**src/rtl/note_disp_scan.sv**
```systemverilog
// ---------------------------------------------------------------------------
// note_disp_scan
//   Time-multiplexed N-digit seven-segment driver for musical-note display.
//   Each digit stores a note code, a tone (sharp) flag and a blank flag in a
//   small register file. A prescaler divides the clock into digit slots. A
//   digit index selects which entry drives the active-low common-anode
//   outputs during each slot. All outputs are registered.
//
// Ports
//   CLK       in   system clock, rising edge
//   RST_N     in   asynchronous active-low reset
//   ENABLE    in   scan enable; low freezes the scan and blanks all anodes
//   CLEAR     in   synchronous clear of every entry (wins over WR_EN)
//   WR_EN     in   write strobe for one digit entry
//   WR_ADDR   in   digit index to write (writes >= N_DIGITS are ignored)
//   WR_NOTA   in   note code 0..6 = C D E F G A B, 7 = rest
//   WR_TOM    in   tone flag, lights the decimal point
//   WR_BLANK  in   blank flag, forces the digit dark
//   SEG       out  active-low segments, SEG[6]=a .. SEG[0]=g
//   DP_N      out  active-low decimal point
//   AN        out  active-low one-hot anode select
// ---------------------------------------------------------------------------
module note_disp_scan #(
  parameter int N_DIGITS = 4,
  parameter int SCAN_DIV = 50000,
  localparam int ADDR_W  = (N_DIGITS > 1) ? $clog2(N_DIGITS) : 1
) (
  input  logic                CLK,
  input  logic                RST_N,
  input  logic                ENABLE,
  input  logic                CLEAR,
  input  logic                WR_EN,
  input  logic [ADDR_W-1:0]   WR_ADDR,
  input  logic [2:0]          WR_NOTA,
  input  logic                WR_TOM,
  input  logic                WR_BLANK,
  output logic [6:0]          SEG,
  output logic                DP_N,
  output logic [N_DIGITS-1:0] AN
);

  localparam int P_W = $clog2(SCAN_DIV);
  // The file is sized to the full address space so idx never indexes past it;
  // entries at or above N_DIGITS are never written and stay blank.
  localparam int N_SLOTS = 2 ** ADDR_W;

  localparam logic [P_W-1:0]    P_LAST   = P_W'(SCAN_DIV - 1);
  localparam logic [ADDR_W-1:0] IDX_LAST = ADDR_W'(N_DIGITS - 1);
  localparam logic [ADDR_W:0]   ADDR_LIM = (ADDR_W + 1)'(N_DIGITS);

  // Entry layout: {nota[2:0], tom, blank}; reset value is a blanked rest.
  localparam logic [4:0] ENT_RESET = {3'd7, 1'b0, 1'b1};

  logic [4:0]          ent_q [N_SLOTS];
  logic [4:0]          ent_d [N_SLOTS];
  logic [P_W-1:0]      p_q, p_d;
  logic [ADDR_W-1:0]   idx_q, idx_d;
  logic [6:0]          seg_q, seg_d;
  logic                dp_n_q, dp_n_d;
  logic [N_DIGITS-1:0] an_q, an_d;

  logic                wr_in_range_s;
  logic [4:0]          cur_ent_s;

  // Active-low glyph for a note code.
  function automatic logic [6:0] glyph(input logic [2:0] nota);
    logic [6:0] g;
    case (nota)
      3'd0:    g = 7'h31;  // C
      3'd1:    g = 7'h42;  // d
      3'd2:    g = 7'h30;  // E
      3'd3:    g = 7'h38;  // F
      3'd4:    g = 7'h21;  // G
      3'd5:    g = 7'h08;  // A
      3'd6:    g = 7'h60;  // b
      default: g = 7'h7E;  // rest: middle bar only
    endcase
    return g;
  endfunction

  assign wr_in_range_s = ({1'b0, WR_ADDR} < ADDR_LIM);
  assign cur_ent_s     = ent_q[idx_q];

  // Next-state logic for the register file, scan counters and outputs.
  always_comb begin
    ent_d = ent_q;
    p_d   = p_q;
    idx_d = idx_q;

    if (CLEAR) begin
      for (int i = 0; i < N_SLOTS; i++) begin
        ent_d[i] = ENT_RESET;
      end
    end else if (WR_EN && wr_in_range_s) begin
      ent_d[WR_ADDR] = {WR_NOTA, WR_TOM, WR_BLANK};
    end else begin
      ent_d = ent_q;
    end

    if (ENABLE) begin
      if (p_q == P_LAST) begin
        p_d   = '0;
        idx_d = (idx_q == IDX_LAST) ? '0 : idx_q + ADDR_W'(1);
      end else begin
        p_d   = p_q + P_W'(1);
      end
    end else begin
      p_d   = p_q;
      idx_d = idx_q;
    end

    // The first cycle of every slot (p == 0) keeps all anodes off so the
    // previous digit's segments never ghost onto the newly selected one.
    for (int i = 0; i < N_DIGITS; i++) begin
      an_d[i] = !(ENABLE && (p_q != '0) && (idx_q == ADDR_W'(i)));
    end

    seg_d  = cur_ent_s[0] ? 7'h7F : glyph(cur_ent_s[4:2]);
    dp_n_d = ~(cur_ent_s[1] & ~cur_ent_s[0]);
  end

  // State and output registers.
  always_ff @(posedge CLK or negedge RST_N) begin
    if (!RST_N) begin
      for (int i = 0; i < N_SLOTS; i++) begin
        ent_q[i] <= ENT_RESET;
      end
      p_q    <= '0;
      idx_q  <= '0;
      seg_q  <= 7'h7F;
      dp_n_q <= 1'b1;
      an_q   <= '1;
    end else begin
      ent_q  <= ent_d;
      p_q    <= p_d;
      idx_q  <= idx_d;
      seg_q  <= seg_d;
      dp_n_q <= dp_n_d;
      an_q   <= an_d;
    end
  end

  assign SEG  = seg_q;
  assign DP_N = dp_n_q;
  assign AN   = an_q;

endmodule

```
**config.mk**
```make
export PLATFORM = sky130hd
export DESIGN_NAME = note_disp_scan
export DESIGN_NICKNAME = d
export VERILOG_FILES = /design/src/rtl/note_disp_scan.sv
export SDC_FILE = /design/constraint.sdc
export NUM_CORES = 1
export LEC_CHECK = 0
export CAP_MARGIN = 5
export CELL_PAD_IN_SITES_DETAIL_PLACEMENT = 1
export CELL_PAD_IN_SITES_GLOBAL_PLACEMENT = 2
export CORE_MARGIN = 2
export CORE_UTILIZATION = 38
export DETAILED_ROUTE_END_ITERATION = 6
export PLACE_DENSITY = 0.8
export SETUP_SLACK_MARGIN = 0.02
export SLEW_MARGIN = 20
export SYNTH_ARGS = -nofsm -noshare
export SYNTH_HDL_FRONTEND = slang
export SYNTH_SLANG_ARGS = --single-unit
```
**constraint.sdc**
```tcl
create_clock -name CLK -period 2.6 [get_ports CLK]
set_clock_uncertainty 0.1 [all_clocks]
set_input_delay 0.39 -clock CLK [delete_from_list [all_inputs] [get_ports CLK]]
set_output_delay 0.39 -clock CLK [all_outputs]
set_load 0.005 [all_outputs]
```
==> metrics.txt, run 1 <==
H-tree depth 2; ANT nets after route 0; largest net degree at the start of global routing 21; GRT Overall Usage 0.165; Yosys top cell by area dfstp_2; Warnings, synthesis 0; antenna violations before repair 0; n_diodes 0; routed vias/inst about 5.3; cell row count 29; Syn Nets 230; final hold viol count 0; later-pin clock latency in the skew report roughly 0.30 ns; commonest non-fill, non-tap cell in the layout dfstp_2; PnR worst setup slack 0.487 ns; final count of pins violating max slew 0; layout cells sized above 1 0.207; type of element launching the critical path register; syn avg cell area ~11 µm²; final setup fails 0; Area contributors post-synth dfstp_2 (31%), dfrtp_1 (23%), a211o_1 (4.4%); post-layout power ~1.7 mW; crit path max fanout 7; Num Clock Sinks 50; Post-CTS Resized 0; arrival time worst endpoint 2.21 ns; final wirelength between 5 and 6 mm; WS Path Type register to register; area growth from synthesis to layout 18.3%; RSZ-0062 raised after global routing no; Cells after Synth roughly 210; most frequent cells in the layout dfstp_2 (28), nand2_1 (22), dfrtp_1 (22), clkdlybuf4s50_1 (22), nor2_1 (20); Core ar. about 6200 µm²; Chip Height between 80 and 90 µm; sequential area share after synthesis 0.534; Min-Delay Path Class register to register; Pleak 1.21 nW; Placer Congestion between 0.7 and 0.8; DP Wirelength roughly 3.7 mm; gr ovfl total 0; clock root buffer clkbuf_8; DRC Markers 0; Die Wd between 80 and 90 µm; DRT Pass-1 Iters 4; Post-CTS Setup Bufs 0; clock slew at reported path FFs around 0.090 ns; Starting DRT DRC Count between 90 and 100; Inst Count DP a little over 300; Initial Utilization 0.386; max-capacitance violation count 0; via count between 1500 and 2000; TNS Setup 0 ns; # fillers between 600 and 700; number of I/O port buffers 23; CP required 2.69 ns; synthesized area 2410 µm²; number of synthesized register bits 50; crit path time final 2.11 ns; Worst-Margin Slew between 0.7 and 0.8 ns; CTS tree yes; # nets final 259; Max Fclk 0.473 GHz; Placement Cell Area 2730 µm²; number of global-route vias before repair between 1500 and 2000; design area 2850 µm²; Num CTS Buffers 5; Peak VDD IR about 240 µV; Tcrit/Tclk final 0.813; fin cells 319; status completed; routed wire length per instance between 15 and 20 µm; IO Count 24; crit end category register; Rel. slew slack 0.496; pre-CTS setup slack roughly 0.47 ns; Power Density approximately 580 nW/µm²; global-route wire length before repair roughly 9.2 mm; Yosys top cell area share 0.305; Clock Tree Buf Depth 2; total die area roughly 7000 µm²; Distinct cells, synth 42
[layer usage]
layer / vias to the layer above / track usage / part of all wire / wire, µm
li1: 798 / - / - / -
met1: 873 / 0.224 / 0.47 / 2470
met2: 22 / 0.265 / 0.49 / 2600
met3: 8 / 0.0386 / 0.024 / 128
met4: 0 / 0.0513 / 0.017 / 88
met5: - / 0 / 0 / 0
[cells by family (layout without fill, tap and decap cells)]
kind of cell	count (synthesis)	after routing	share of synthesized area
and+or+nand+nor	91	91	0.204
adders and majority gates	6	6	0.0312
DFF	50	50	0.534
buffers and inverters	17	47	0.0301
muxes	10	10	0.0716
xor gates and xnor gates	13	13	0.0472
AOI/OAI and AO/OA	25	25	0.0820
[final timing paths]
path                           from  endpoint  slack (ns)  cells past startpoint
max                          p_q[0]  idx_q[0]        0.49                      5
min reg2reg                ent_q[3]  ent_q[3]        0.39                      2
min in group asynchronous     RST_N    p_q[3]        0.46                      2
max in group asynchronous     RST_N  ent_q[8]        1.29                      3
max reg2reg                  p_q[0]  idx_q[0]        0.49                      5
min                        ent_q[3]  ent_q[3]        0.39                      2
[Yosys cell counts, drive strengths merged]
cell and instances:
clkbuf 4, nor4 4, or2b 1, o22ai 1, xor2 4, a32o 1, and2b 1, nor4b 1
or3 1, a21boi 1, dfrtp 22, nand4 4, nor2 20, nand3 7, inv 11, a21o 3
mux2i 3, nor3 3, nor2b 6, ha 6, and3 5, a211o 12, a41oi 1, nand2 22
a21oi 1, o21ai 3, and2 2, nor3b 1, buf 2, nand2b 2, mux2 2, o21bai 2
mux4 5, and3b 1, xnor2 9, dfstp 28, nand3b 6, and4 4
[report_power, final]
group | switching, mW | internal, mW | leakage, nW
Clock | 0.253 | 0.275 | 0.0566
Sequential | 0.0747 | 0.846 | 0.586
Combinational | 0.109 | 0.0994 | 0.567
[area by class of cell]
class	count	area (µm²)	area share
inverters	11	41.3	0.0145
well taps	77	96.3	0.0338
clock buffers	8	111	0.0391
flip-flops and latches	50	1290	0.451
multi-input cells	145	1050	0.369
repair buffers	28	265	0.0930
[registers in the layout (all words and copies together), names as in the netlist]
signal / count
p_q: 16
idx_q: 2
ent_q: 20
AN: 4
DP_N: 1
SEG: 7
[critical path, cell delays in order (launching register included)]
cell     delay (ns)
dfrtp_1        0.44
ha_1           0.24
and4_1         0.20
and4_1         0.26
and4_1         0.38
mux2_2         0.37
[metrics by stage]
step                hold slack, ns   util
finish                       0.394  0.457
floorplan                 -0.00559      -
detailed placement           0.255  0.437
global placement             0.257  0.437
global route                 0.431  0.457
CTS                          0.397  0.457
[repair_timing]
| item | 4_1_cts | 5_1_grt |
|---|---|---|
| hold endpoints to repair | 7 | 0 |
| setup endpoints to repair | 0 | 0 |
| hold buffers | 1 | 0 |
Power figures use the tool's default switching activity.
==> run 2, diff against run 1 <==
Clock period 2.6 ns to 2 ns, I/O delays scaled along.
==> run 2 against run 1 <==
Effect of this change: sequential power grew 29%; design area grew 4.8%; die area is the same; total power grew 31%; largest cell class unchanged; worst hold slack lost 0.016 ns; routed wire length grew 0.87%; flip-flop and latch count is the same; first-iteration DRC count shrank 42%.
==> metrics.txt, run 2 (synthesized netlist as in run 1, its figures left out) <==
status completed; reg-to-reg startpoint p_q[0]; CP Launch Point p_q[0]; RSZ-0062 raised after global routing no; crit path max fanout 5; Pleak 1.29 nW; DRT Pass-1 Iters 4; Tcrit/Tclk final 0.942; Die Wd 83.6 µm; final hold viol count 0; CP endpoint idx_q[0]; max-capacitance violation count 0; Min Hold Slack 0.378 ns; largest net degree at the start of global routing 32; Max Fclk between 0.5 and 0.6 GHz; IO Count 24; final wirelength between 5 and 6 mm; clock slew at reported path FFs roughly 0.090 ns; most frequent cells in the layout dfstp_2 (28), nand2_1 (22), dfrtp_1 (22), clkdlybuf4s50_1 (22); fin cells 336; CTS tree yes; Worst-Margin Slew around 0.47 ns; Placer Congestion about 0.77; setup slack, reg-to-reg ~0.12 ns; Chip Height ~84 µm; via count between 1500 and 2000; Min-Delay Path Class input pin to async pin; WS Path Type register to register; cell row count 29; max reg flops 20; later-pin clock latency in the skew report roughly 0.30 ns; Inst Count DP 327; number of global-route vias before repair between 1500 and 2000; # fillers roughly 700; PnR worst setup slack 0.116 ns; final count of pins violating max slew 0; Num CTS Buffers 5; routed vias/inst 5.15; final setup fails 0; DRC Markers 0; Starting DRT DRC Count 54; design area between 2000 and 3000 µm²; GRT Overall Usage 0.166; layout cells sized above 1 0.263; crit end category register; commonest non-fill, non-tap cell in the layout dfstp_2; area growth from synthesis to layout 24.0%; ANT nets after route 0; number of I/O port buffers 23; type of element launching the critical path register; total die area approximately 7000 µm²; Reg with most FFs ent_q; Core ar. around 6200 µm²; Register-to-Register Path Depth 5; Peak VDD IR 376 µV; Worst R2R End idx_q[0]; antenna violations before repair 0; Power Density 725 nW/µm²; arrival time worst endpoint about 2.0 ns; n_diodes 0; CP required between 2 and 2.5 ns; crit path time final 1.88 ns; DP Wirelength roughly 3.9 mm; routed wire length per instance ~16 µm; # nets final about 280; clock root buffer clkbuf_8; H-tree depth 2; Rel. slew slack 0.687; Clock Tree Buf Depth 2; Num Clock Sinks 50; global-route wire length before repair a little over 9 mm; Initial Utilization 0.386; gr ovfl total 0; Placement Cell Area about 2900 µm²; Post-CTS Setup Bufs 0; TNS Setup 0 ns; pre-CTS setup slack approximately 0.084 ns
-- run 2: cell count changes in the layout (fill, tap and decap cells not counted) --
cell,change
clkbuf_8,-1
nor4_2,+1
buf_4,+16
and4_1,-1
nor4_1,-1
and4_2,+1
buf_12,+1
clkbuf_1,+1
-- run 2: through the flow --
stage                     power (mW)   util
after global placement          1.52  0.460
after detailed placement        1.53  0.460
after global routing            2.29  0.479
final                           2.17  0.479
after floorplan                 1.35      -
after CTS                       2.20  0.478
-- run 2: worst max-delay path: stages (launching register included) --
cell	delay, ns
dfrtp_1	0.41
ha_1	0.19
and4_1	0.20
and4_1	0.26
and4_2	0.28
mux2_2	0.34
-- run 2: final cells by class --
cell class / count / area [µm²] / area share
tap: 77 / 96.3 / 0.0322
sequential: 50 / 1290 / 0.430
multi-input combinational: 145 / 1060 / 0.354
timing repair buffer: 45 / 405 / 0.136
inverter: 11 / 41.3 / 0.0138
clock buffer: 8 / 101 / 0.0339
-- run 2: report_power, final --
| group | internal [mW] | leakage, nW | total [mW] | switching (mW) |
|---|---|---|---|---|
| Sequential | 1.10 | 0.586 | 1.19 | 0.0879 |
| Combinational | 0.171 | 0.658 | 0.330 | 0.159 |
| Clock | 0.324 | 0.0506 | 0.649 | 0.324 |
| Total | 1.60 | 1.29 | 2.17 | 0.572 |
-- run 2: per-layer routing --
layer / GRT usage / share of wire / vias up
li1: - / - / 830
met1: 0.239 / 0.50 / 874
met2: 0.257 / 0.46 / 19
met3: 0.0307 / 0.022 / 6
met4: 0.0484 / 0.013 / 0
met5: 0 / 0 / -
-- run 2: how the worst min path moves through the flow --
stage               startpoint  slack (ns)  cells past startpoint        end
floorplan                RST_N        -0.1                      0  ent_q[11]
global placement         RST_N        0.20                      1     p_q[1]
detailed placement       RST_N        0.19                      1     p_q[1]
CTS                      RST_N        0.39                      2     p_q[1]
global route             RST_N        0.42                      2     p_q[0]
finish                   RST_N        0.38                      2     p_q[1]
-- run 2: what timing repair did --
action,4_1_cts,5_1_grt
hold buffers,1,0
endpoints found under the hold margin,14,0
endpoints found under the setup margin,0,2
resized for setup,0,2
